<file path="src/rtl/hvac_zone_scheduler.sv">
// ============================================================================
// hvac_zone_scheduler
//   Round-robin sharing of one heat/cool plant between NZONES rooms, with
//   minimum-on, timeslice and changeover dead-time protection.
// Revision: 1.0
// ============================================================================
`default_nettype none

module hvac_zone_scheduler #(
  parameter int NZONES    = 4,
  parameter int ZW        = 2,
  parameter int T_HEAT_ON = 18,
  parameter int T_COOL_ON = 22,
  parameter int T_TARGET  = 20,
  parameter int MIN_ON    = 8,
  parameter int MAX_ON    = 32,
  parameter int DEAD      = 2
) (
  input  logic                  clk,
  input  logic                  rst,
  input  logic [5*NZONES-1:0]   temperature,
  input  logic [NZONES-1:0]     zone_en,
  output logic                  heating,
  output logic                  cooling,
  output logic [ZW-1:0]         zone_sel,
  output logic                  active
);

  localparam int DW  = $clog2(MAX_ON + 1);
  localparam int DCW = $clog2(DEAD + 1);

  localparam logic [4:0]     C_HEAT_ON = 5'(T_HEAT_ON);
  localparam logic [4:0]     C_COOL_ON = 5'(T_COOL_ON);
  localparam logic [4:0]     C_TARGET  = 5'(T_TARGET);
  localparam logic [DW-1:0]  C_MIN_M1  = DW'(MIN_ON - 1);
  localparam logic [DW-1:0]  C_MAX_M1  = DW'(MAX_ON - 1);
  localparam logic [DW-1:0]  C_MAX     = DW'(MAX_ON);
  localparam logic [DCW-1:0] C_DEAD_M1 = DCW'(DEAD - 1);
  localparam logic [ZW-1:0]  C_LAST    = ZW'(NZONES - 1);

  localparam logic [1:0] S_IDLE = 2'd0;
  localparam logic [1:0] S_HEAT = 2'd1;
  localparam logic [1:0] S_COOL = 2'd2;
  localparam logic [1:0] S_DEAD = 2'd3;

  logic [1:0]        state_q, state_d;
  logic [DW-1:0]     dwell_q, dwell_d;
  logic [DCW-1:0]    dead_q, dead_d;
  logic [ZW-1:0]     rr_ptr_q, rr_ptr_d;
  logic [ZW-1:0]     zone_sel_q, zone_sel_d;
  logic              heating_q, cooling_q, active_q;

  logic [4:0]        zone_temp [NZONES];
  logic [NZONES-1:0] heat_req, cool_req, any_req;

  for (genvar i = 0; i < NZONES; i++) begin : g_zone
    assign zone_temp[i] = temperature[5*i +: 5];
    assign heat_req[i]  = zone_en[i] & (zone_temp[i] <= C_HEAT_ON);
    assign cool_req[i]  = zone_en[i] & (zone_temp[i] >= C_COOL_ON);
  end
  assign any_req = heat_req | cool_req;

  // First requesting zone at or above rr_ptr, wrapping to zone 0.
  logic          grant_found;
  logic [ZW-1:0] grant_idx;
  logic [ZW-1:0] cand;
  int            j;
  always_comb begin
    grant_found = 1'b0;
    grant_idx   = '0;
    cand        = '0;
    j           = 0;
    for (int k = 0; k < NZONES; k++) begin
      j    = (int'(rr_ptr_q) + k) % NZONES;
      cand = ZW'(j);
      if (!grant_found && any_req[cand]) begin
        grant_found = 1'b1;
        grant_idx   = cand;
      end
    end
  end

  logic [4:0]        sel_temp;
  logic [NZONES-1:0] sel_mask;
  logic              at_target, other_req, release_w;
  always_comb begin
    sel_temp  = zone_temp[zone_sel_q];
    sel_mask  = NZONES'(1) << zone_sel_q;
    other_req = |(any_req & ~sel_mask);
    at_target = (state_q == S_HEAT) ? (sel_temp >= C_TARGET) : (sel_temp <= C_TARGET);
    // A disabled zone drops immediately, ignoring the minimum-on guard.
    release_w = !zone_en[zone_sel_q] ||
                ((dwell_q >= C_MIN_M1) && (at_target || ((dwell_q >= C_MAX_M1) && other_req)));
  end

  always_comb begin
    state_d    = state_q;
    dwell_d    = dwell_q;
    dead_d     = dead_q;
    rr_ptr_d   = rr_ptr_q;
    zone_sel_d = zone_sel_q;
    case (state_q)
      S_IDLE: begin
        if (grant_found) begin
          state_d    = heat_req[grant_idx] ? S_HEAT : S_COOL;
          zone_sel_d = grant_idx;
          rr_ptr_d   = (grant_idx == C_LAST) ? '0 : grant_idx + 1'b1;
          dwell_d    = '0;
        end
      end
      S_HEAT, S_COOL: begin
        if (dwell_q != C_MAX) dwell_d = dwell_q + 1'b1;
        if (release_w) begin
          state_d = S_DEAD;
          dead_d  = '0;
        end
      end
      S_DEAD: begin
        if (dead_q == C_DEAD_M1) state_d = S_IDLE;
        else                     dead_d  = dead_q + 1'b1;
      end
      default: state_d = S_IDLE;
    endcase
  end

  always_ff @(posedge clk) begin
    if (rst) begin
      state_q    <= S_IDLE;
      dwell_q    <= '0;
      dead_q     <= '0;
      rr_ptr_q   <= '0;
      zone_sel_q <= '0;
      heating_q  <= 1'b0;
      cooling_q  <= 1'b0;
      active_q   <= 1'b0;
    end else begin
      state_q    <= state_d;
      dwell_q    <= dwell_d;
      dead_q     <= dead_d;
      rr_ptr_q   <= rr_ptr_d;
      zone_sel_q <= zone_sel_d;
      heating_q  <= (state_d == S_HEAT);
      cooling_q  <= (state_d == S_COOL);
      active_q   <= (state_d == S_HEAT) || (state_d == S_COOL);
    end
  end

  assign heating  = heating_q;
  assign cooling  = cooling_q;
  assign zone_sel = zone_sel_q;
  assign active   = active_q;

endmodule

`default_nettype wire

</file>
<file path="config.mk">
export PLATFORM = sky130hd
export DESIGN_NAME = hvac_zone_scheduler
export DESIGN_NICKNAME = d
export VERILOG_FILES = /design/src/rtl/hvac_zone_scheduler.sv
export SDC_FILE = /design/constraint.sdc
export NUM_CORES = 1
export LEC_CHECK = 0
export ABC_AREA = 0
export CORE_MARGIN = 2
export CORE_UTILIZATION = 35
export CTS_CLUSTER_SIZE = 28
export DETAILED_ROUTE_END_ITERATION = 12
export GPL_TIMING_DRIVEN = 0
export PLACE_DENSITY = 0.68
export RECOVER_POWER = 50
export REMOVE_ABC_BUFFERS = 1
export SETUP_SLACK_MARGIN = 0.15
export SKIP_LAST_GASP = 1
export SLEW_MARGIN = 10
export SYNTH_ARGS = -nofsm -noshare
export SYNTH_HDL_FRONTEND = slang
export SYNTH_SLANG_ARGS = --single-unit
</file>
<file path="constraint.sdc">
create_clock -name clk -period 2.6 [get_ports clk]
set_input_delay 0.52 -clock clk [delete_from_list [all_inputs] [get_ports clk]]
set_output_delay 0.52 -clock clk [all_outputs]
set_load 0.05 [all_outputs]
</file>
======== After elaboration in Yosys (flattened, before gate mapping) ========
Cells that the tools add are included.
storage, ports and cells
  logic and storage cells ................. 114
  flip-flop bits (word level) ............. 17
  input bits .............................. 26
cells by class
  $add $sub $neg .......................... 6
  bitwise operators ....................... 12
  equality and inequality tests ........... 12
  reductions and logical operators ........ 20
  shift-type cells ........................ 1
  muxes and demuxes ....................... 36
  $lt $le $gt $ge ......................... 19
operator list
  operator                                                                number
  5-bit >= comparator (second input constant)                             5
  5-bit less-or-equal comparator (second input constant)                  5
  2-bit two-way mux                                                       11
  2-bit by 3-bit < comparator with 1-bit output (second input constant)   6
  1-bit binary-select mux with 2-bit select                               6
  6-bit two-way mux                                                       2
  6-bit one-hot mux with 2 select lines                                   1
  1-bit two-way mux                                                       11
  5-bit binary-select mux with 2-bit select                               1
  5-bit two-way mux                                                       2
  1-bit bitwise AND                                                       8
  2-bit equality test (second input constant)                             4
  2-bit inequality test (second input constant)                           4
  2-bit by 1-bit adder with 2-bit output (second input constant)          3
  6-bit by 1-bit adder with 6-bit output (second input constant)          1
  2-bit by 1-bit equality test with 1-bit output (second input constant)  3
  6-bit by 3-bit >= comparator with 1-bit output (second input constant)  1
  6-bit by 5-bit >= comparator with 1-bit output (second input constant)  1
  6-bit inequality test (second input constant)                           1
  2-bit one-hot mux with 3 select lines                                   1
  3-bit AND reduction                                                     2
  1-bit logical AND                                                       5
  2-bit adder (second input constant)                                     2
  4-bit bitwise AND                                                       1
  13 further kinds                                                        19

======== Longest topological paths before layout ========
Gate-level depths: netlist of run 1.
  word-level depth ........................ 22
  gate-level depth with buffers ........... 10
  mapped depth without buffers ............ 10

======== Least setup slack after synthesis of run 1 ========
No wires, ideal clock.
  kind .................................... flip-flop to flip-flop
  from .................................... register zone_sel_q[0] (netlist: zone_sel[0])
  to ...................................... register active_q (netlist: active)
  cell stages (with the launch flop) ...... 9
  path buffers ............................ 1
  setup time .............................. 0.067 ns
  arrival time ............................ 2.618 ns
  data required time ...................... 2.533 ns
  setup slack ............................. -0.085 ns
  path through ............................ dfxtp_1 > buf_2 > mux4_2 > and3_1 > a211oi_1 > a21oi_1 > a21o_1 > ha_1 > nor2_1
on the way
  longest elaborated chain between the ends .. 13
  elaborated cells between the ends (all ways) .. 23
  classes of those cells .................. order compare (2); eq/ne (2); shift (1); mux (8); bitwise (3); reduce/logical (7)
RTL lines
  item                                                                                          RTL line  source
  start, declared                                                                               50        logic [ZW-1:0] zone_sel_q, zone_sel_d;
  start signal, assigned                                                                        141       zone_sel_q <= zone_sel_d;
  2-bit NOT with 3-bit output (not written as such)                                             87        sel_temp = zone_temp[zone_sel_q];
  5-bit binary-select mux with 2-bit select                                                     87
  5-bit two-way mux (not written as such) (2 in series)                                         87
  5-bit less-or-equal comparator / 5-bit >= comparator (equally long branches)                  90        at_target = (state_q == S_HEAT) ? (sel_temp >= C_TARGET) : (sel_temp <= C_TARGET);
  1-bit two-way mux                                                                             90
  1-bit logical OR                                                                              93        ((dwell_q >= C_MIN_M1) && (at_target || ((dwell_q >= C_MAX_M1) && other_req)));
  1-bit logical AND                                                                             93
  1-bit logical OR *                                                                            92        release_w = !zone_en[zone_sel_q] ||
  2-bit two-way mux *                                                                           113       if (release_w) begin
  2-bit one-hot mux with 3 select lines *                                                       102       case (state_q)
  2-bit by 1-bit equality test with 1-bit output / 2-bit equality test (equally long branches)  144       active_q <= (state_d == S_HEAT) || (state_d == S_COOL);
  1-bit logical OR *                                                                            144
  end signal, assigned                                                                          144
  end, declared                                                                                 51        logic heating_q, cooling_q, active_q;
Every way passes the cells marked *; elsewhere a longest branch is shown, timed or not. The select of a mux whose other input is x is not followed.
A chain may end at the register's enable or synchronous reset.

======== Worst setup path after layout of run 1 ========
  from .................................... input port temperature[6]
  to ...................................... register active_q (netlist: active)
on the way
  longest elaborated chain between the ends .. 22
  elaborated cells between the ends (all ways) .. 48
  classes of those cells .................. order compare (4); eq/ne (2); mux (26); bitwise (4); reduce/logical (12)
RTL lines
  item                                                                                          RTL line  source
  start, declared                                                                               21        input logic [5*NZONES-1:0] temperature,
  5-bit less-or-equal comparator / 5-bit >= comparator (equally long branches)                  58, 59
  1-bit bitwise AND (on tied branches)                                                          58, 59
  4-bit OR                                                                                      61        assign any_req = heat_req | cool_req;
  1-bit binary-select mux with 2-bit select                                                     76        if (!grant_found && any_req[cand]) begin
  1-bit two-way mux (not written as such)                                                       76
  1-bit two-way mux                                                                             76
  1-bit zero test                                                                               76
  1-bit logical AND                                                                             76
  (+6 left out)                                                                                 -
  2-bit two-way mux                                                                             76
  1-bit binary-select mux with 2-bit select                                                     105       state_d = heat_req[grant_idx] ? S_HEAT : S_COOL;
  1-bit two-way mux (not written as such)                                                       105
  2-bit two-way mux                                                                             105
  2-bit two-way mux                                                                             104       if (grant_found) begin
  2-bit one-hot mux with 3 select lines *                                                       102
  2-bit by 1-bit equality test with 1-bit output / 2-bit equality test (equally long branches)  144
  1-bit logical OR *                                                                            144
Marked as above.

==> results.sh, run 1 <==
export IMPL_cts_tree="done"
export IMPL_crit_end="active"
export IMPL_area_growth_syn_to_layout_pct=40.42
export IMPL_via_count=1555
export IMPL_antenna_found_initial=0
export IMPL_stdcell_count=265
export IMPL_required_ps=2730
export IMPL_grt_setup_unrepaired="yes"
export IMPL_clkSinkCount=17
export IMPL_min_period_ps=2476
export IMPL_grt_max_degree=17
export IMPL_hold_path_class="flip-flop to flip-flop"
export IMPL_ys_types=49
export IMPL_slew_limit_headroom_pct=61.07
export IMPL_worstReg2RegEnd="active"
export IMPL_cts_path_max_buffers=2
export IMPL_clk_pin_slew_worst_paths_ps=70
export IMPL_crit_start="temperature[6]"
export IMPL_crit_slowest_cell="nand4bb_2"
export IMPL_synth_area_um2=1495
export IMPL_fin_util_pct=51.74
export IMPL_synth_most_common_cell="nor2_1"
export IMPL_synthTopCellsByCount="21 x nor2_1, 17 x dfxtp_1, 14 x inv_1, 10 x nand2_1, 7 x ha_1"
export IMPL_row_count=23
export IMPL_wire_per_inst_um=16.40
export IMPL_synth_top_area_cell="dfxtp_1"
export IMPL_synth_edf_count=0
export IMPL_drv_cap=0
export IMPL_crit_path_max_fanout=4
export IMPL_yosys_register_bits=17
export IMPL_status="finished clean"
export IMPL_critical_path_max_stage_delay_ps=320
export IMPL_crit_path_cell_trace="clkdlybuf4s15_1 > nand4bb_2 > o211a_1 > o211ai_2 > buf_4 > a21oi_2 > a311oi_4 > buf_4 > o31ai_4 > ha_1 > nor2_1"
export IMPL_start_kind="primary input"
export IMPL_setup_viol=0
export IMPL_die_area_um2=4811
export IMPL_gp_congestion=0.7961
export IMPL_die_y_um=69.36
export IMPL_skew_ps=1.661
export IMPL_worstReg2RegStart="zone_sel[0]"
export IMPL_antennaDiodeCount=0
export IMPL_cpMostUsedCell="buf_4"
export IMPL_synthArstFlopShare_pct=0
export IMPL_fin_hold_ws_ps=477.7
export IMPL_grt_usage_pct=18.00
export IMPL_rrSetupSlack_ps=310
export IMPL_drive_gt1_share_pct=26.98
export IMPL_drt_iter0_markers=60
export IMPL_numPlacedInstances=245
export IMPL_postRouteAntennaNets=0
export IMPL_initial_utilization_pct=36.85
export IMPL_synth_area_leaders="dfxtp_1 23%, mux4_2 6.0%, ha_1 5.9%"
export IMPL_dr_pass1_iters=4
export IMPL_grt_pass1_wl_um=7148
export IMPL_placed_area_um2=1846
export IMPL_portBuffers=30
export IMPL_insertion_delay_ps=250
export IMPL_grt_overflow=0
export IMPL_nNetsFinal=249
export IMPL_synthFlopType="dfxtp_1"
export IMPL_finalHoldViolations=0
export IMPL_crit_arrival_ps=2610
export IMPL_syn_area_per_cell_um2=8.900
export IMPL_wl_um=4345
export IMPL_finish_instance_area_um2=2100
export IMPL_cts_buffers=3
export IMPL_vias_per_cell=5.868
export IMPL_final_max_slew_viol_count=0
export IMPL_power_leakage_nw=0.8223
export IMPL_syn_inst=168
export IMPL_path_class="primary input to flip-flop"
export IMPL_total_power_mw=1.810
export IMPL_ir_drop_uv=388.6
export IMPL_synth_top_cell_area_share_pct=22.76
export IMPL_ios=31
export IMPL_worst_pin_slew_ps=580.1
export IMPL_dp_hpwl_um=2899
export IMPL_power_density_nw_per_um2=862.3
export IMPL_r2r_cells=8
export IMPL_period_share_pct=95.24
export IMPL_cts_max_level=1
export IMPL_yosys_warnings=0
export IMPL_cts_root_buf="clkbuf_8"
export IMPL_seq_area_frac_synth_pct=22.76
export IMPL_fmaxAchievable_mhz=403.8
export IMPL_die_w_um=69.36
export IMPL_drc_errors=0
export IMPL_grt_pass1_vias=1512
export IMPL_fp_coreArea_um2=4058
export IMPL_end_kind="flip-flop"
-- power by group --
group / internal [mW] / switching, mW
Sequential: 0.334 / 0.106
Combinational: 0.528 / 0.640
Clock: 0.109 / 0.0938
Total: 0.971 / 0.839
-- flip-flops by register name (all words and copies together) (netlist names) --
signal	count
dwell_q	6
dead_q	2
rr_ptr_q	2
state_q	2
zone_sel	2
active	1
cooling	1
heating	1
-- stage by stage --
| stage | setup TNS (ps) | setup slack (ps) |
|---|---|---|
| detailed placement | -2257 | -497.9 |
| finish | 0 | 123.8 |
| floorplan | -111.9 | -66.43 |
| global placement | -2066 | -496.9 |
| global route | 0 | 31.78 |
| CTS | 0 | 153.7 |
-- layout by cell type (no fill, tap or decap), types with 2 or more instances in the layout --
cell type	n
dlygate4sd3_1	5
nor4_1	2
dlygate4sd2_1	8
dfxtp_1	15
clkbuf_2	2
nand4b_1	3
o21ai_0	5
a311oi_4	2
a211oi_1	5
nor2b_1	3
nand4bb_1	2
clkdlybuf4s15_1	5
nor2_1	21
buf_2	5
nor3_1	3
mux2i_1	6
nor4b_1	2
clkdlybuf4s15_2	2
buf_4	15
o21ai_1	2
buf_6	2
a41oi_1	2
nand2b_1	2
a31oi_1	3
nand2_1	10
nand3_1	2
ha_1	7
o211ai_2	2
a211oi_2	2
a211o_1	2
o211a_1	4
a21o_1	3
xnor2_1	5
o211ai_4	3
inv_1	14
or3_1	2
clkbuf_8	3
a21oi_1	5
mux4_2	4
-- layout make-up --
type | count | area (um2)
tap | 50 | 62.56
sequential | 17 | 345.3
timing repair buffer | 46 | 385.4
inverter | 14 | 52.55
multi-input combinational | 134 | 1209
clock buffer | 4 | 45.04
fill | 358 | 1958
-- worst min-delay path by stage --
stage | from | to | slack (ps) | cells past startpoint
6_report | dead_q[1] | dead_q[1] | 480 | 2
5_1_grt | dead_q[1] | dead_q[1] | 510 | 2
4_1_cts | dead_q[1] | dead_q[1] | 480 | 2
3_5_place_dp | dead_q[1] | dead_q[1] | 470 | 2
3_3_place_gp | dead_q[1] | dead_q[1] | 470 | 2
2_1_floorplan | dead_q[1] | dead_q[1] | 450 | 2
-- routing by layer --
layer / up-vias / global-route usage, % / routed length (um)
met5: - / 0 / 0
met4: 0 / 6.754 / 98
met3: 12 / 3.634 / 216
met2: 39 / 29.70 / 2149
met1: 754 / 23.08 / 1880
li1: 750 / - / -
-- worst max-delay path, delay by kind of cell --
kind            cells  cell delay, ps
compound gates      5             840
buf+inv             3             600
simple gates        2             350
fa+ha+maj           1             290
-- logic make-up after synthesis --
| kind of cell | after synthesis | synth area share, % |
|---|---|---|
| xor+xnor | 5 | 2.929 |
| flops | 17 | 22.76 |
| compound gates | 54 | 32.72 |
| fa+ha+maj | 7 | 5.857 |
| mux | 10 | 10.04 |
| buf+inv | 17 | 4.351 |
| simple gates | 58 | 21.34 |
-- what timing repair did --
item                                    in CTS  in global routing
pin swaps                                   23                 16
hold buffers                                 0                  0
cloned                                       0                  0
endpoints found under the hold margin        0                  0
resized for setup                           62                 16
setup buffers                               14                  2
endpoints found under the setup margin       9                  7
Power figures use the tool's default switching activity.
==> run 2, diff against run 1 <==
CORE_MARGIN = 1.5   (was 2)
==> run 2 against run 1 <==
Effect of this change:
- flip-flop and latch count stayed put
- first-iteration DRC count is 62% higher
- clock-buffer cell count stayed put
- critical path depth is 1 lower
- cell count is 1.9% higher
- design area is 2.7% higher
- non-clock buffer count is 5 higher
- combinational power is 3% higher
- largest power group unchanged
==> results.sh, run 2 (synthesized netlist as in run 1, its figures left out) <==
export IMPL_cts_root_buf="clkbuf_8"
export IMPL_whs_path_depth=2
export IMPL_wl_um=4530
export IMPL_min_period_ps=2472
export IMPL_portBuffers=30
export IMPL_finalSetupTns_ps=0
export IMPL_grt_setup_unrepaired="yes"
export IMPL_initial_utilization_pct=36.85
export IMPL_stdcell_count=270
export IMPL_cts_tree="done"
export IMPL_gp_congestion=0.8198
export IMPL_die_area_um2=4673
export IMPL_clk_pin_slew_worst_paths_ps=70
export IMPL_drc_errors=0
export IMPL_row_count=23
export IMPL_die_w_um=68.36
export IMPL_fmaxAchievable_mhz=404.6
export IMPL_final_max_slew_viol_count=0
export IMPL_path_class="primary input to flip-flop"
export IMPL_largest_reg_flops=6
export IMPL_antenna_found_initial=0
export IMPL_grt_max_degree=17
export IMPL_vias_per_cell=5.819
export IMPL_hold_path_class="flip-flop to flip-flop"
export IMPL_worst_pin_slew_ps=596.3
export IMPL_status="finished clean"
export IMPL_grt_pass1_vias=1410
export IMPL_final_cell_mix="20 x nor2_1, 18 x buf_4, 15 x dfxtp_1"
export IMPL_drv_cap=0
export IMPL_power_density_nw_per_um2=853.6
export IMPL_via_count=1571
export IMPL_nNetsFinal=254
export IMPL_ir_drop_uv=421.1
export IMPL_wire_per_inst_um=16.78
export IMPL_drive_gt1_share_pct=33.64
export IMPL_ios=31
export IMPL_place_ws_ps=-551.3
export IMPL_skew_ps=3.412
export IMPL_setup_slack_ps=128.4
export IMPL_crit_arrival_ps=2590
export IMPL_crit_path_max_fanout=4
export IMPL_grt_usage_pct=19.33
export IMPL_period_share_pct=95.06
export IMPL_setup_viol=0
export IMPL_start_kind="primary input"
export IMPL_largest_register="dwell_q"
export IMPL_area_growth_syn_to_layout_pct=44.18
export IMPL_required_ps=2720
export IMPL_dp_hpwl_um=2860
export IMPL_numPlacedInstances=245
export IMPL_grt_overflow=0
export IMPL_grt_pass1_wl_um=6831
export IMPL_dr_pass1_iters=4
export IMPL_clkSinkCount=17
export IMPL_antennaDiodeCount=0
export IMPL_fin_util_pct=53.13
export IMPL_fp_coreArea_um2=4058
export IMPL_fillerInstances=379
export IMPL_r2r_cells=10
export IMPL_cts_buffers=3
export IMPL_drt_iter0_markers=97
export IMPL_postRouteAntennaNets=0
export IMPL_power_leakage_nw=0.8384
export IMPL_end_kind="flip-flop"
export IMPL_insertion_delay_ps=250
export IMPL_die_y_um=68.36
export IMPL_finalHoldViolations=0
export IMPL_slew_limit_headroom_pct=59.98
export IMPL_cts_path_max_buffers=2
export IMPL_cts_max_level=1
export IMPL_fin_hold_ws_ps=474.3
export IMPL_final_common_cell="nor2_1"
[run 2: through the flow]
stage	power (mW)	instance area (um2)
after floorplan	1.156	1483
after global placement	1.410	1846
after detailed placement	1.420	1846
after CTS	1.759	2108
after global routing	1.971	2156
final	1.840	2156
[run 2: area by class of cell]
| class | instances | area, um2 | area share (%) |
|---|---|---|---|
| Timing Repair Buffer | 51 | 390.4 | 18.11 |
| Sequential cell | 17 | 345.3 | 16.02 |
| Inverter | 14 | 52.55 | 2.438 |
| Multi-Input combinational cell | 134 | 1260 | 58.44 |
| Tap cell | 50 | 62.56 | 2.902 |
| Clock buffer | 4 | 45.04 | 2.089 |
[run 2: final timing paths]
check	from	endpoint	slack, ps
worst max-delay path	temperature[3]	active	130
worst min-delay path	dead_q[1]	dead_q[1]	470
worst max register to register	rr_ptr_q[0]	active	270
worst min register to register	dead_q[1]	dead_q[1]	470
[run 2: per-layer routing]
| metal | track usage, % | wire length, um | up-vias |
|---|---|---|---|
| met1 | 25.77 | 1993 | 757 |
| li1 | - | - | 763 |
| met3 | 2.632 | 149 | 13 |
| met4 | 5.500 | 123 | 0 |
| met5 | 0 | 0 | - |
| met2 | 32.40 | 2265 | 38 |
[run 2: power by group]
group | internal [mW] | leakage [nW] | switching [mW]
registers | 0.334 | 0.140 | 0.104
clock network | 0.109 | 0.0228 | 0.0862
logic | 0.532 | 0.675 | 0.675
total | 0.975 | 0.838 | 0.866
[run 2: worst max-delay path, stage by stage]
cell and delay (ps):
buf_6 100, nand4b_1 240, o211ai_4 320, o221ai_4 190
a32o_1 240, a311oi_2 380, nor3_2 120, a21o_1 200
ha_4 260, nor2_1 30
[run 2: timing repair]
action | 4_1_cts | 5_1_grt
hold buffers | 0 | 0
endpoints found under the setup margin | 9 | 9
pin swaps | 24 | 20
resized for setup | 62 | 35
buffers inserted | 13 | 8
==> run 3, diff against run 2 <==
CAP_MARGIN = 20   (was default)
CORE_UTILIZATION = 51   (was 35)
PLACE_DENSITY = 0.9   (was 0.68)
==> run 3 against run 2 <==
Effect of this change:
- setup slack worse by 76 ps
- clock-buffer cell count fell by 1
- first-iteration DRC count grew 150%
- critical path depth rose by 1
==> results.sh, run 3 (synthesized netlist as in run 1, its figures left out) <==
export IMPL_status="finished clean"
export IMPL_skew_ps=5.803
export IMPL_cts_buffers=3
export IMPL_antennaDiodeCount=0
export IMPL_cts_path_max_buffers=2
export IMPL_die_y_um=57.15
export IMPL_slew_limit_headroom_pct=57.62
export IMPL_cts_hold_buf=0
export IMPL_nNetsFinal=251
export IMPL_stdcell_count=248
export IMPL_r2r_cells=10
export IMPL_worst_pin_slew_ps=631.4
export IMPL_clk_pin_slew_worst_paths_ps=110
export IMPL_worstReg2RegStart="state_q[1]"
export IMPL_path_class="primary input to flip-flop"
export IMPL_antenna_found_initial=0
export IMPL_drv_cap=0
export IMPL_end_kind="flip-flop"
export IMPL_clkSinkCount=17
export IMPL_fp_coreArea_um2=2758
export IMPL_grt_overflow=0
export IMPL_rrSetupSlack_ps=130
export IMPL_grt_usage_pct=30.78
export IMPL_ios=31
export IMPL_grt_max_degree=17
export IMPL_numPlacedInstances=226
export IMPL_drive_gt1_share_pct=35.48
export IMPL_whs_path_depth=2
export IMPL_largest_register="dwell_q"
export IMPL_worstReg2RegEnd="heating"
export IMPL_dp_hpwl_um=3236
export IMPL_die_w_um=57.15
export IMPL_drc_errors=0
export IMPL_period_share_pct=97.98
export IMPL_power_density_nw_per_um2=914.8
export IMPL_area_growth_syn_to_layout_pct=44.60
export IMPL_total_power_mw=1.978
export IMPL_via_count=1874
export IMPL_drt_iter0_markers=242
export IMPL_cts_tree="done"
export IMPL_min_period_ps=2547
export IMPL_fin_util_pct=78.40
export IMPL_power_leakage_nw=0.8249
export IMPL_final_max_slew_viol_count=0
export IMPL_grt_pass1_wl_um=7852
export IMPL_postRouteAntennaNets=0
export IMPL_gp_congestion=1.043
export IMPL_finalSetupTns_ps=0
export IMPL_grt_pass1_vias=1641
export IMPL_required_ps=2790
export IMPL_initial_utilization_pct=54.22
export IMPL_fillerInstances=168
export IMPL_insertion_delay_ps=310
export IMPL_vias_per_cell=7.556
export IMPL_die_area_um2=3266
export IMPL_crit_path_max_fanout=4
export IMPL_dr_pass1_iters=5
export IMPL_row_count=19
export IMPL_start_kind="primary input"
export IMPL_cts_max_level=1
export IMPL_portBuffers=30
export IMPL_crit_arrival_ps=2730
export IMPL_wl_um=6194
export IMPL_setup_viol=0
export IMPL_worstHoldStart="dead_q[1]"
export IMPL_final_common_cell="nor2_1"
export IMPL_fmaxAchievable_mhz=392.6
export IMPL_hold_end="dead_q[1]"
export IMPL_wire_per_inst_um=24.98
export IMPL_final_cell_mix="19 x nor2_1, 17 x buf_4, 14 x inv_1, 14 x dfxtp_1, 9 x nand2_1"
export IMPL_finalHoldViolations=0
export IMPL_grt_setup_unrepaired="yes"
export IMPL_hold_path_class="flip-flop to flip-flop"
export IMPL_ir_drop_uv=840.4
export IMPL_largest_reg_flops=6
export IMPL_cts_root_buf="clkbuf_4"
run 3: changes by cell type in the layout (fill, tap and decap cells not counted), sizes merged:
| cell | change |
|---|---|
| buf | -3 |
| clkbuf | -3 |
| dlygate4sd2 | +2 |
| clkdlybuf4s15 | +1 |
| clkdlybuf4s50 | +1 |
| clkinv | +1 |
| dlygate4sd3 | -1 |
| dlymetal6s2s | -1 |
run 3: per-layer routing:
layer  routed length (um)  part of all wire, %  GRT usage [%]  vias to the layer above
met5                    0                    0              0                        -
li1                     -                    -              -                      752
met2                 3017                   49          52.22                      186
met1                 2077                   34          37.78                      880
met3                  642                   10          5.442                       56
met4                  456                  7.4          14.62                        0
run 3: critical path, cell delays in order:
cell and delay (ps):
buf_2 160, nand4b_1 280, o211ai_1 260, buf_4 170, o211ai_4 110, a32o_2 280
a311oi_4 380, buf_4 190, o31ai_4 80, ha_4 180, nor2b_1 120
run 3: area by class of cell:
type / instances / area, um2 / area share (%)
multi-input cells: 134 / 1324 / 61.23
repair buffers: 48 / 372.9 / 17.25
flip-flops and latches: 17 / 346.6 / 16.03
inverters: 14 / 52.55 / 2.431
well taps: 31 / 38.79 / 1.794
clock buffers: 3 / 22.52 / 1.042
clock inverters: 1 / 5.005 / 0.2315
run 3: through the flow:
step	instance area, um2	setup slack (ps)	hold slack (ps)
after floorplan	1483	-66.43	451.3
after global placement	1822	-420.8	462.8
after detailed placement	1822	-580.9	484.1
after CTS	2039	155.9	498.5
after global routing	2162	-34.23	526.4
final	2162	52.57	494.8
run 3: where the power goes:
group	switching (mW)	internal [mW]	leakage [nW]
clock network	0.0952	0.0577	0.0177
registers	0.116	0.335	0.140
logic	0.797	0.577	0.667
run 3: repair_timing:
| item | CTS | global route |
|---|---|---|
| resized for setup | 70 | 33 |
| setup buffers | 8 | 10 |
| endpoints found under the setup margin | 6 | 12 |
| pin swaps | 24 | 21 |
run 3: worst max-delay path by stage:
stage | from | endpoint | slack [ps] | depth (start not counted)
final | temperature[4] | heating | 50 | 11
after global routing | temperature[4] | active | -30 | 11
after CTS | temperature[3] | active | 160 | 10
after detailed placement | temperature[3] | heating | -580 | 10
after global placement | temperature[3] | active | -420 | 10
after floorplan | zone_sel[0] | active | -70 | 7
